[src/rtl/rr_arbiter.sv]
// N-way round-robin arbiter: grant held until DONE or owner withdraws.
// Define ARB_TIMEOUT_EN to force release after MAX_HOLD cycles with a TIMEOUT pulse.
module rr_arbiter #(
  parameter int N        = 4,
  parameter int MAX_HOLD = 16
) (
  input  logic                 CLK,
  input  logic                 RST,
  input  logic [N-1:0]         REQ,
  input  logic                 DONE,
  output logic [N-1:0]         GNT,
  output logic                 GNT_VLD,
  output logic [$clog2(N)-1:0] GNT_ID,
  output logic                 TIMEOUT
);

  localparam int ID_W = $clog2(N);

  if (N < 2 || MAX_HOLD < 1) begin : g_cfg_err
    $error("rr_arbiter: N must be >= 2 and MAX_HOLD >= 1");
  end

  typedef enum logic {
    IDLE = 1'b0,
    BUSY = 1'b1
  } state_t;

  state_t           r_state;
  state_t           w_state_nxt;
  logic [N-1:0]     r_gnt;
  logic [N-1:0]     w_gnt_nxt;
  logic             r_vld;
  logic             w_vld_nxt;
  logic [ID_W-1:0]  r_gnt_id;
  logic [ID_W-1:0]  w_gnt_id_nxt;
  logic [ID_W-1:0]  r_ptr;
  logic [ID_W-1:0]  w_ptr_nxt;
  logic [ID_W-1:0]  w_pick_id;
  logic             w_found;
  logic             w_release;
  logic             w_force;
  logic             w_to_nxt;

  // Search from r_ptr upward, wrapping at N-1 -> 0.
  always_comb begin : p_pick
    logic [ID_W-1:0] idx;
    w_found   = 1'b0;
    w_pick_id = '0;
    idx       = '0;
    for (int i = 0; i < N; i++) begin
      idx = ID_W'((int'(r_ptr) + i) % N);
      if (!w_found && REQ[idx]) begin
        w_found   = 1'b1;
        w_pick_id = idx;
      end
    end
  end

  assign w_release = DONE || !REQ[r_gnt_id];

`ifdef ARB_TIMEOUT_EN
  localparam int CNT_W = $clog2(MAX_HOLD) + 1;

  logic [CNT_W-1:0] r_cnt;
  logic             r_timeout;

  always_ff @(posedge CLK) begin
    if (RST) begin
      r_cnt     <= '0;
      r_timeout <= 1'b0;
    end else begin
      r_timeout <= w_to_nxt;
      if (r_state == BUSY) begin
        r_cnt <= r_cnt + 1'b1;
      end else begin
        r_cnt <= '0;
      end
    end
  end

  // Normal release wins over a forced one in the same cycle.
  assign w_force = (r_state == BUSY)
                && (r_cnt == CNT_W'(MAX_HOLD - 1))
                && !w_release;
  assign TIMEOUT = r_timeout;
`else
  assign w_force = 1'b0;
  assign TIMEOUT = 1'b0;
`endif

  always_comb begin
    w_state_nxt  = r_state;
    w_gnt_nxt    = r_gnt;
    w_vld_nxt    = r_vld;
    w_gnt_id_nxt = r_gnt_id;
    w_ptr_nxt    = r_ptr;
    w_to_nxt     = 1'b0;
    unique case (r_state)
      IDLE: begin
        if (w_found) begin
          w_gnt_nxt            = '0;
          w_gnt_nxt[w_pick_id] = 1'b1;
          w_vld_nxt            = 1'b1;
          w_gnt_id_nxt         = w_pick_id;
          w_state_nxt          = BUSY;
        end
      end
      BUSY: begin
        if (w_release || w_force) begin
          w_gnt_nxt    = '0;
          w_vld_nxt    = 1'b0;
          w_gnt_id_nxt = '0;
          w_to_nxt     = w_force;
          w_state_nxt  = IDLE;
          if (r_gnt_id == ID_W'(N - 1)) begin
            w_ptr_nxt = '0;
          end else begin
            w_ptr_nxt = r_gnt_id + 1'b1;
          end
        end
      end
      default: w_state_nxt = IDLE;
    endcase
  end

  always_ff @(posedge CLK) begin
    if (RST) begin
      r_state  <= IDLE;
      r_gnt    <= '0;
      r_vld    <= 1'b0;
      r_gnt_id <= '0;
      r_ptr    <= '0;
    end else begin
      r_state  <= w_state_nxt;
      r_gnt    <= w_gnt_nxt;
      r_vld    <= w_vld_nxt;
      r_gnt_id <= w_gnt_id_nxt;
      r_ptr    <= w_ptr_nxt;
    end
  end

  assign GNT     = r_gnt;
  assign GNT_VLD = r_vld;
  assign GNT_ID  = r_gnt_id;

endmodule

[config.mk]
export PLATFORM = sky130hd
export DESIGN_NAME = rr_arbiter
export DESIGN_NICKNAME = d
export VERILOG_FILES = /design/src/rtl/rr_arbiter.sv
export SDC_FILE = /design/constraint.sdc
export NUM_CORES = 1
export LEC_CHECK = 0
export CORE_AREA = 2 2 39 41
export CTS_BUF_LIST = sky130_fd_sc_hd__clkbuf_8 sky130_fd_sc_hd__clkbuf_16
export DETAILED_ROUTE_END_ITERATION = 16
export DIE_AREA = 0 0 41 43
export GPL_ROUTABILITY_DRIVEN = 0
export PLACE_DENSITY = 0.77
export SYNTH_ARGS = -nofsm -noshare
export SYNTH_HDL_FRONTEND = slang
export SYNTH_SLANG_ARGS = --single-unit
export TNS_END_PERCENT = 20
[constraint.sdc]
create_clock -name CLK -period 2.45 [get_ports CLK]
set_clock_uncertainty 0.15 [all_clocks]
set_input_delay 0.6125 -clock CLK [delete_from_list [all_inputs] [get_ports CLK]]
set_output_delay 0.6125 -clock CLK [all_outputs]
set_load 0.1 [all_outputs]
# ---- Word level (Yosys, flattened, before mapping)
# Index checks and enable logic that the tools add are counted.
dict set report op_classes {
  n_bitwise 1
  eq_ne 3
  n_reduce_logical 11
  n_mux 33
  n_addsub 4
  order_cmp 7
}
# op n
set ops {}
lappend ops {{2-bit by 3-bit < comparator with 1-bit output (second input constant)} 6}
lappend ops {{1-bit 2-to-1 mux} 14}
lappend ops {{2-bit 2-to-1 mux} 7}
lappend ops {{1-bit binary-select mux with 2-bit select} 5}
lappend ops {{4-bit 2-to-1 mux} 2}
lappend ops {{4-bit case mux with 2 select lines} 1}
lappend ops {{2-bit by 1-bit adder with 2-bit output (second input constant)} 2}
lappend ops {{2-bit adder (second input constant)} 2}
lappend ops {{1-bit logical AND} 4}
lappend ops {{1-bit zero test} 4}
lappend ops {{1-bit case mux with 2 select lines} 2}
lappend ops {{2-bit case mux with 2 select lines} 1}
lappend ops {{2-bit AND reduction} 2}
lappend ops {{1-bit demux with 2-bit select} 1}
lappend ops {{2-bit equality test (second input constant)} 1}
lappend ops {{2-bit by 1-bit greater-or-equal comparator with 1-bit output (second input constant)} 1}
lappend ops {{2-bit by 1-bit != test with 1-bit output (second input constant)} 1}
lappend ops {{2-bit != test (second input constant)} 1}
lappend ops {{1-bit logical OR} 1}
lappend ops {{1-bit inverter} 1}
dict set report totals {
  output_inout_bits 8
  register_bits 10
  inputBits 7
  elab_cells 64
}

# ---- Depth between registers and ports, before layout
# Gate-level depths: netlist (run 1).
dict set report logic_depth {
  word_depth 18
  mapped_depth 5
  ltp_nobuf 4
}

# ---- Worst setup path after synthesis (run 1)
# Ideal clock, no wire load.
dict set report synth_path {
  path_kind {reg2reg}
  start {reg r_gnt_id[0] (netlist: GNT_ID[0])}
  end {reg r_gnt[0] (netlist: GNT[0])}
  n_path_buf 0
  setup_time_ps 119
  arrival_ps 2142
  synth_period_minus_slack_ps 2410
  path_slack_ps 40
  required_time_ps 2181
  path_stages_with_launch 5
  cell_sequence {dfxtp_1 > mux2_2 > a221oi_4 > nor3_2 > a32o_1}
}
dict set report synth_via {
  elab_chain_cells 6
}
# item line
set synth_lines {}
lappend synth_lines {{start, declared} 34} ;# logic [ID_W-1:0] r_gnt_id;
lappend synth_lines {{start signal, assigned} 137} ;# r_gnt_id <= w_gnt_id_nxt;
lappend synth_lines {{1-bit binary-select mux with 2-bit select} 59} ;# assign w_release = DONE || !REQ[r_gnt_id];
lappend synth_lines {{1-bit 2-to-1 mux (not written as such)} 59}
lappend synth_lines {{1-bit zero test} 59}
lappend synth_lines {{1-bit logical OR} 59}
lappend synth_lines {{2-bit by 1-bit != test with 1-bit output (no line)} --}
lappend synth_lines {{2-bit AND reduction (no line)} --}
lappend synth_lines {{end signal, assigned} 135} ;# r_gnt <= w_gnt_nxt;
lappend synth_lines {{end, declared} 30} ;# logic [N-1:0] r_gnt;
# No other way between the ends. The select of a mux whose other input is x is not followed.
# A chain may end at the register's enable or synchronous reset.

# ---- Final worst setup path (run 1)
dict set report layout_path {
  start {in REQ[0]}
  end {reg r_gnt[3] (netlist: GNT[3])}
}
dict set report layout_via {
  elab_chain_cells 18
  elab_cells_between_ends 36
  classes_between {order compare (2); eq/ne (2); mux (22); reduce/logical (10)}
}
# item line
set layout_lines {}
lappend layout_lines {{start, declared} 9} ;# input logic [N-1:0] REQ,
lappend layout_lines {{1-bit binary-select mux with 2-bit select} 52} ;# if (!w_found && REQ[idx]) begin
lappend layout_lines {{1-bit 2-to-1 mux (not written as such)} 52}
lappend layout_lines {{1-bit 2-to-1 mux} 52}
lappend layout_lines {{1-bit zero test} 52}
lappend layout_lines {{1-bit logical AND} 52}
lappend layout_lines {{1-bit 2-to-1 mux} 52}
lappend layout_lines {{1-bit zero test} 52}
lappend layout_lines {{1-bit logical AND} 52}
lappend layout_lines {{[2 not listed]} --}
lappend layout_lines {{1-bit logical AND} 52}
lappend layout_lines {{2-bit 2-to-1 mux} 52}
lappend layout_lines {{2-bit by 3-bit < comparator with 1-bit output (not written as such) / 2-bit by 1-bit greater-or-equal comparator with 1-bit output (equally long branches)} 102} ;# w_gnt_nxt[w_pick_id] = 1'b1;
lappend layout_lines {{1-bit logical AND (not written as such)} 102}
lappend layout_lines {{1-bit 2-to-1 mux (not written as such)} 102}
lappend layout_lines {{1-bit demux with 2-bit select} 102}
lappend layout_lines {{4-bit 2-to-1 mux} 100} ;# if (w_found) begin
lappend layout_lines {{4-bit case mux with 2 select lines} 98} ;# unique case (r_state)
# Several ways; a longest one is shown, not always the timed one. The select of a mux whose other input is x is not followed.

==> results of run 1 <==
[area by class of cell]
type | count | area share
multi-input combinational | 42 | 0.421
sequential | 10 | 0.268
timing repair buffer | 18 | 0.201
clock buffer | 4 | 0.0736
tap | 16 | 0.0268
inverter | 2 | 0.0100
[registers in the layout, indices dropped and copies added, names as in the netlist]
signal   count
r_ptr        2
r_state      1
GNT_VLD      1
GNT          4
GNT_ID       2
[worst register-to-register path, cell delays in order, from the launching register on]
cell and delay, ns:
dfxtp_1 0.47, mux2_2 0.41, a221oi_4 0.35, nor3_2 0.13, a32o_1 0.22
[cell families (layout without fill, tap and decap cells)]
| group | Yosys count | count (layout) | synth area share |
|---|---|---|---|
| and+or+nand+nor | 19 | 19 | 0.197 |
| AOI/OAI and AO/OA | 17 | 17 | 0.271 |
| DFF | 10 | 10 | 0.371 |
| buffers and inverters | 5 | 24 | 0.0441 |
| muxes | 4 | 4 | 0.0858 |
| adders and majority gates | 1 | 1 | 0.0232 |
| other | 1 | 1 | 0.00695 |
[cell usage in the layout, fill, tap and decap left out]
cell type,count
a211oi_1,1
a21oi_1,5
a221oi_4,1
a22o_1,1
a32o_1,4
buf_4,12
clkbuf_8,4
clkdlybuf4s50_1,6
conb_1,1
dfxtp_1,10
ha_1,1
inv_1,2
mux2_2,1
mux2_4,1
mux2i_1,2
nand2_1,2
nand2b_1,2
nor2_1,6
nor2b_1,1
nor3_1,4
nor3_2,1
nor4_2,1
o21a_1,1
o221ai_1,1
o22a_1,1
o22ai_1,1
o31ai_1,1
or3_1,1
or3b_1,1
[metrics by stage]
stage                util  area [um^2]
finish              0.541          748
global route        0.541          748
CTS                 0.541          748
detailed placement  0.501          693
global placement    0.501          693
floorplan               -          539
[power by group]
group          internal, uW  total, uW  switching, uW
logic                  57.6        182            124
clock network           141        208           66.9
registers               178        191           12.9
[path summary, 6_finish.rpt]
kind	from	end
setup reg to reg	GNT_ID[0]	GNT[3]
hold reg to reg	GNT[1]	GNT[1]
hold / removal	GNT[1]	GNT[1]
setup / recovery	REQ[0]	GNT[3]
[routing by layer]
metal | vias to the layer above | part of all wire
met1 | 223 | 0.42
met3 | 5 | 0.054
met5 | - | 0
met2 | 15 | 0.50
li1 | 252 | -
met4 | 0 | 0.034
==> metrics.csv, run 1 <==
metric,value,unit
avgSynthCellArea,9.46,um^2
rows,14,
synth_area,539,um^2
ir_drop,0.000387,V
cp.arrival,2.16,ns
drv_cap,0,
die_w,41,um
finalSetupTns,0,ns
p_leak,0.000303,uW
core-area,0.00138,mm^2
rsz0062_at_grt,false,
area_delta_synth_final,38.7,%
ys_ff_latch,10,
critPathKind,input pin to flip-flop,
setup_viol,0,
async_flop_share,0,
clock-sinks,10,
seq_area,200,um^2
crit_family,compound AO/OA/AOI/OAI gates,
antenna_left,0,
yosys.area.top_type_share,0.371,
synth.area.top_cells,"dfxtp_1 37%, a32o_1 7.4%, a221oi_4 4.9%",
ctsHoldBuffers,0,
crit_path_max_incr_delay,0.50,ns
critPathLaunchType,input pin,
cts_max_path_buffers,2,
slowest_stage,clkdlybuf4s50_1,
hpwl,925,um
multi_input_area,315,um^2
pre_cts_slack,0.0302,ns
final_cell_count_no_fill,92,
cts_setup_buffers,0,
hold_depth,1,
worstPathCellList,clkdlybuf4s50_1 > mux2_4 > a221oi_4 > nor3_2 > a32o_1,
ff2ff_setup_slack,0.62,ns
htreeDepth,1,
ioPinCount,15,
drtIter0Drc,7,
grt_pass1_wl,1.88,mm
cp_max_fo,6,
grt_use_total,0.161,
overflow,0,
grt_pass1_vias,502,
p_total,581,uW
synth_common_cells,"10 x dfxtp_1, 6 x nor2_1, 5 x a21oi_1",
synth_largest_area_cell,dfxtp_1,
syn_inst,57,
ys_warn_count,0,
grt_max_degree,9,
dr.pass1.iters,4,
met1_usage,0.158,
cts_tree,done,
power.density,776,mW/mm^2
yosysSeqAreaShare,0.371,
tightest_slew,0.526,ns
cts-root-buf,clkbuf_8,
numCtsBuffers,3,
cts.clk_slew.worst_paths,0.05,ns
drive_gt1_frac,0.276,
required,2.43,ns
grt_use_met3,0.0471,
top_usage_layer,met2,
cts_resized,0,
max_freq,0.458,GHz
antenna_found_initial,0,
port_buffers,13,
initial_core_util,0.390,
routed_wl,1.19,mm
use_met2,0.263,
fill_cells,126,
endpoint_kind,flip-flop,
dp.cells,88,
fp.dieH,43,um
reg2regPathDepth,4,
final_hold_viol_count,0,
cp.depth,5,
synth-edff-count,0,
vias,495,
fin_crit_sh,0.890,
dieArea,0.00176,mm^2
vias_per_cell,5.38,
slew_headroom,0.646,
period_needed,2.18,ns
wl_per_cell,12.9,um
clk-insertion-delay-late,0.24,ns
synth.most_common_cell,dfxtp_1,
hold_path.class,flip-flop to flip-flop,
cp_num_buf_inv,1,
whs,0.320,ns
diodes,0,
final_net_count,85,
status,completed,
syn_nets,65,
yosysUniqueCellTypes,29,
slew_violations,0,
drc,0,
timing.final.ws_setup,0.268,ns
ys.flop_type,dfxtp_1,
Note: power is estimated with default switching activity, not from simulation.
==> run 2: changes to the inputs <==
--- a/config.mk
+++ b/config.mk
@@ -10,7 +10,7 @@
 export DETAILED_ROUTE_END_ITERATION = 16
 export DIE_AREA = 0 0 41 43
 export GPL_ROUTABILITY_DRIVEN = 0
-export PLACE_DENSITY = 0.77
+export PLACE_DENSITY = 0.69
 export SYNTH_ARGS = -nofsm -noshare
 export SYNTH_HDL_FRONTEND = slang
 export SYNTH_SLANG_ARGS = --single-unit
==> run 2 against run 1 <==
Compared with the run above: maximum frequency increased by 2.0%; routed wire length increased by 2.9%; critical endpoint is now GNT[1]; critical path depth unchanged; largest power group unchanged; clock power about the same; sequential power about the same.
==> metrics.csv, run 2 (synthesis gave the netlist of run 1 again) <==
metric,value,unit
status,completed,
drive_gt1_frac,0.295,
grt_use_total,0.164,
setup_viol,0,
grt_max_degree,9,
cp_num_buf_inv,1,
largest_reg_flops,4,
fp.dieH,43,um
slew_violations,0,
cp.depth,5,
die_w,41,um
cts-root-buf,clkbuf_8,
clk-insertion-delay-late,0.24,ns
cts_setup_buffers,0,
cp_max_fo,5,
max_freq,0.468,GHz
dieArea,0.00176,mm^2
cts.clk_slew.worst_paths,0.05,ns
reg2reg_to,GNT[1],
reg2regPathDepth,4,
ir_drop,0.000409,V
grt_pass1_vias,456,
dr.pass1.iters,4,
area_delta_synth_final,41.5,%
critPathCapture,GNT[1],
wl_per_cell,13.0,um
numCtsBuffers,3,
rsz0062_at_grt,false,
overflow,0,
ioPinCount,15,
finalSetupTns,0,ns
final_cell_mix,"14 x buf_4, 10 x dfxtp_1, 6 x nor2_1, 6 x clkdlybuf4s50_1, 5 x a21oi_1",
hold_start,GNT[0],
tightest_slew,0.522,ns
slew_headroom,0.649,
required,2.43,ns
hpwl,921,um
power.density,769,mW/mm^2
final_common_cell,buf_4,
crit_path_max_incr_delay,0.46,ns
slowest_stage,clkdlybuf4s50_1,
ff2ff_setup_slack,0.61,ns
utilization,0.552,
initial_core_util,0.390,
htreeDepth,1,
whs,0.318,ns
critPathKind,input pin to flip-flop,
grt_pass1_wl,1.84,mm
p_total,587,uW
vias_per_cell,5.49,
drtIter0Drc,8,
endpoint_kind,flip-flop,
crit_family,compound AO/OA/AOI/OAI gates,
antenna_found_initial,0,
p_leak,0.000312,uW
cp.arrival,2.12,ns
final_net_count,87,
rows,14,
period_needed,2.14,ns
port_buffers,13,
cts_resized,0,
crit_start,REQ[0],
worstPathCellList,clkdlybuf4s50_1 > mux2_4 > a221oi_4 > nor3_2 > a32o_1,
fin_crit_sh,0.873,
critPathLaunchType,input pin,
cts_max_path_buffers,2,
core-area,0.00138,mm^2
routed_wl,1.22,mm
drv_cap,0,
clock-sinks,10,
diodes,0,
r2r_start,GNT_ID[0],
drc,0,
final_hold_viol_count,0,
antenna_left,0,
vias,516,
ctsHoldBuffers,0,
hold_path.class,flip-flop to flip-flop,
cts_tree,done,
==> run 2: report_power, final <==
group          internal, uW  switching (uW)
Sequential              178            13.5
Combinational          59.3             125
Clock                   142            69.8
==> run 2: worst min-delay path by stage <==
stage	end	slack (ns)	cells after the start
6_report	GNT[0]	0.32	1
2_1_floorplan	r_ptr[0]	0.35	2
3_3_place_gp	GNT[0]	0.31	1
3_5_place_dp	GNT[3]	0.31	1
4_1_cts	GNT[2]	0.33	1
5_1_grt	GNT[2]	0.34	1
==> run 2: final cells by class <==
class                           instances  area, um^2
Inverter                                2        7.51
Multi-Input combinational cell         42         315
Tap cell                               16        20.0
Clock buffer                            4        55.1
Sequential cell                        10         200
Fill cell                             135         621
Timing Repair Buffer                   20         165
==> run 2: per-stage QoR <==
step / cell area (um^2) / setup WS [ns] / std cells
after floorplan: 539 / 0.0396 / 57
after global placement: 708 / 0.0926 / 90
after detailed placement: 708 / 0.0822 / 90
after CTS: 763 / 0.311 / 94
after global routing: 763 / 0.268 / 94
final: 763 / 0.312 / 94
==> run 2: worst register-to-register path: stages (launching register included) <==
cell and delay (ns):
dfxtp_1 0.46, mux2_2 0.41, a221oi_4 0.37, nor3_2 0.13, a32o_1 0.22
==> run 2: per-layer routing <==
metal  track usage  wire, um  up-vias
met2         0.256       583       14
met4         0.140        47        0
li1              -         -      255
met5             0         0        -
met3        0.0366        56        5
met1         0.172       536      242
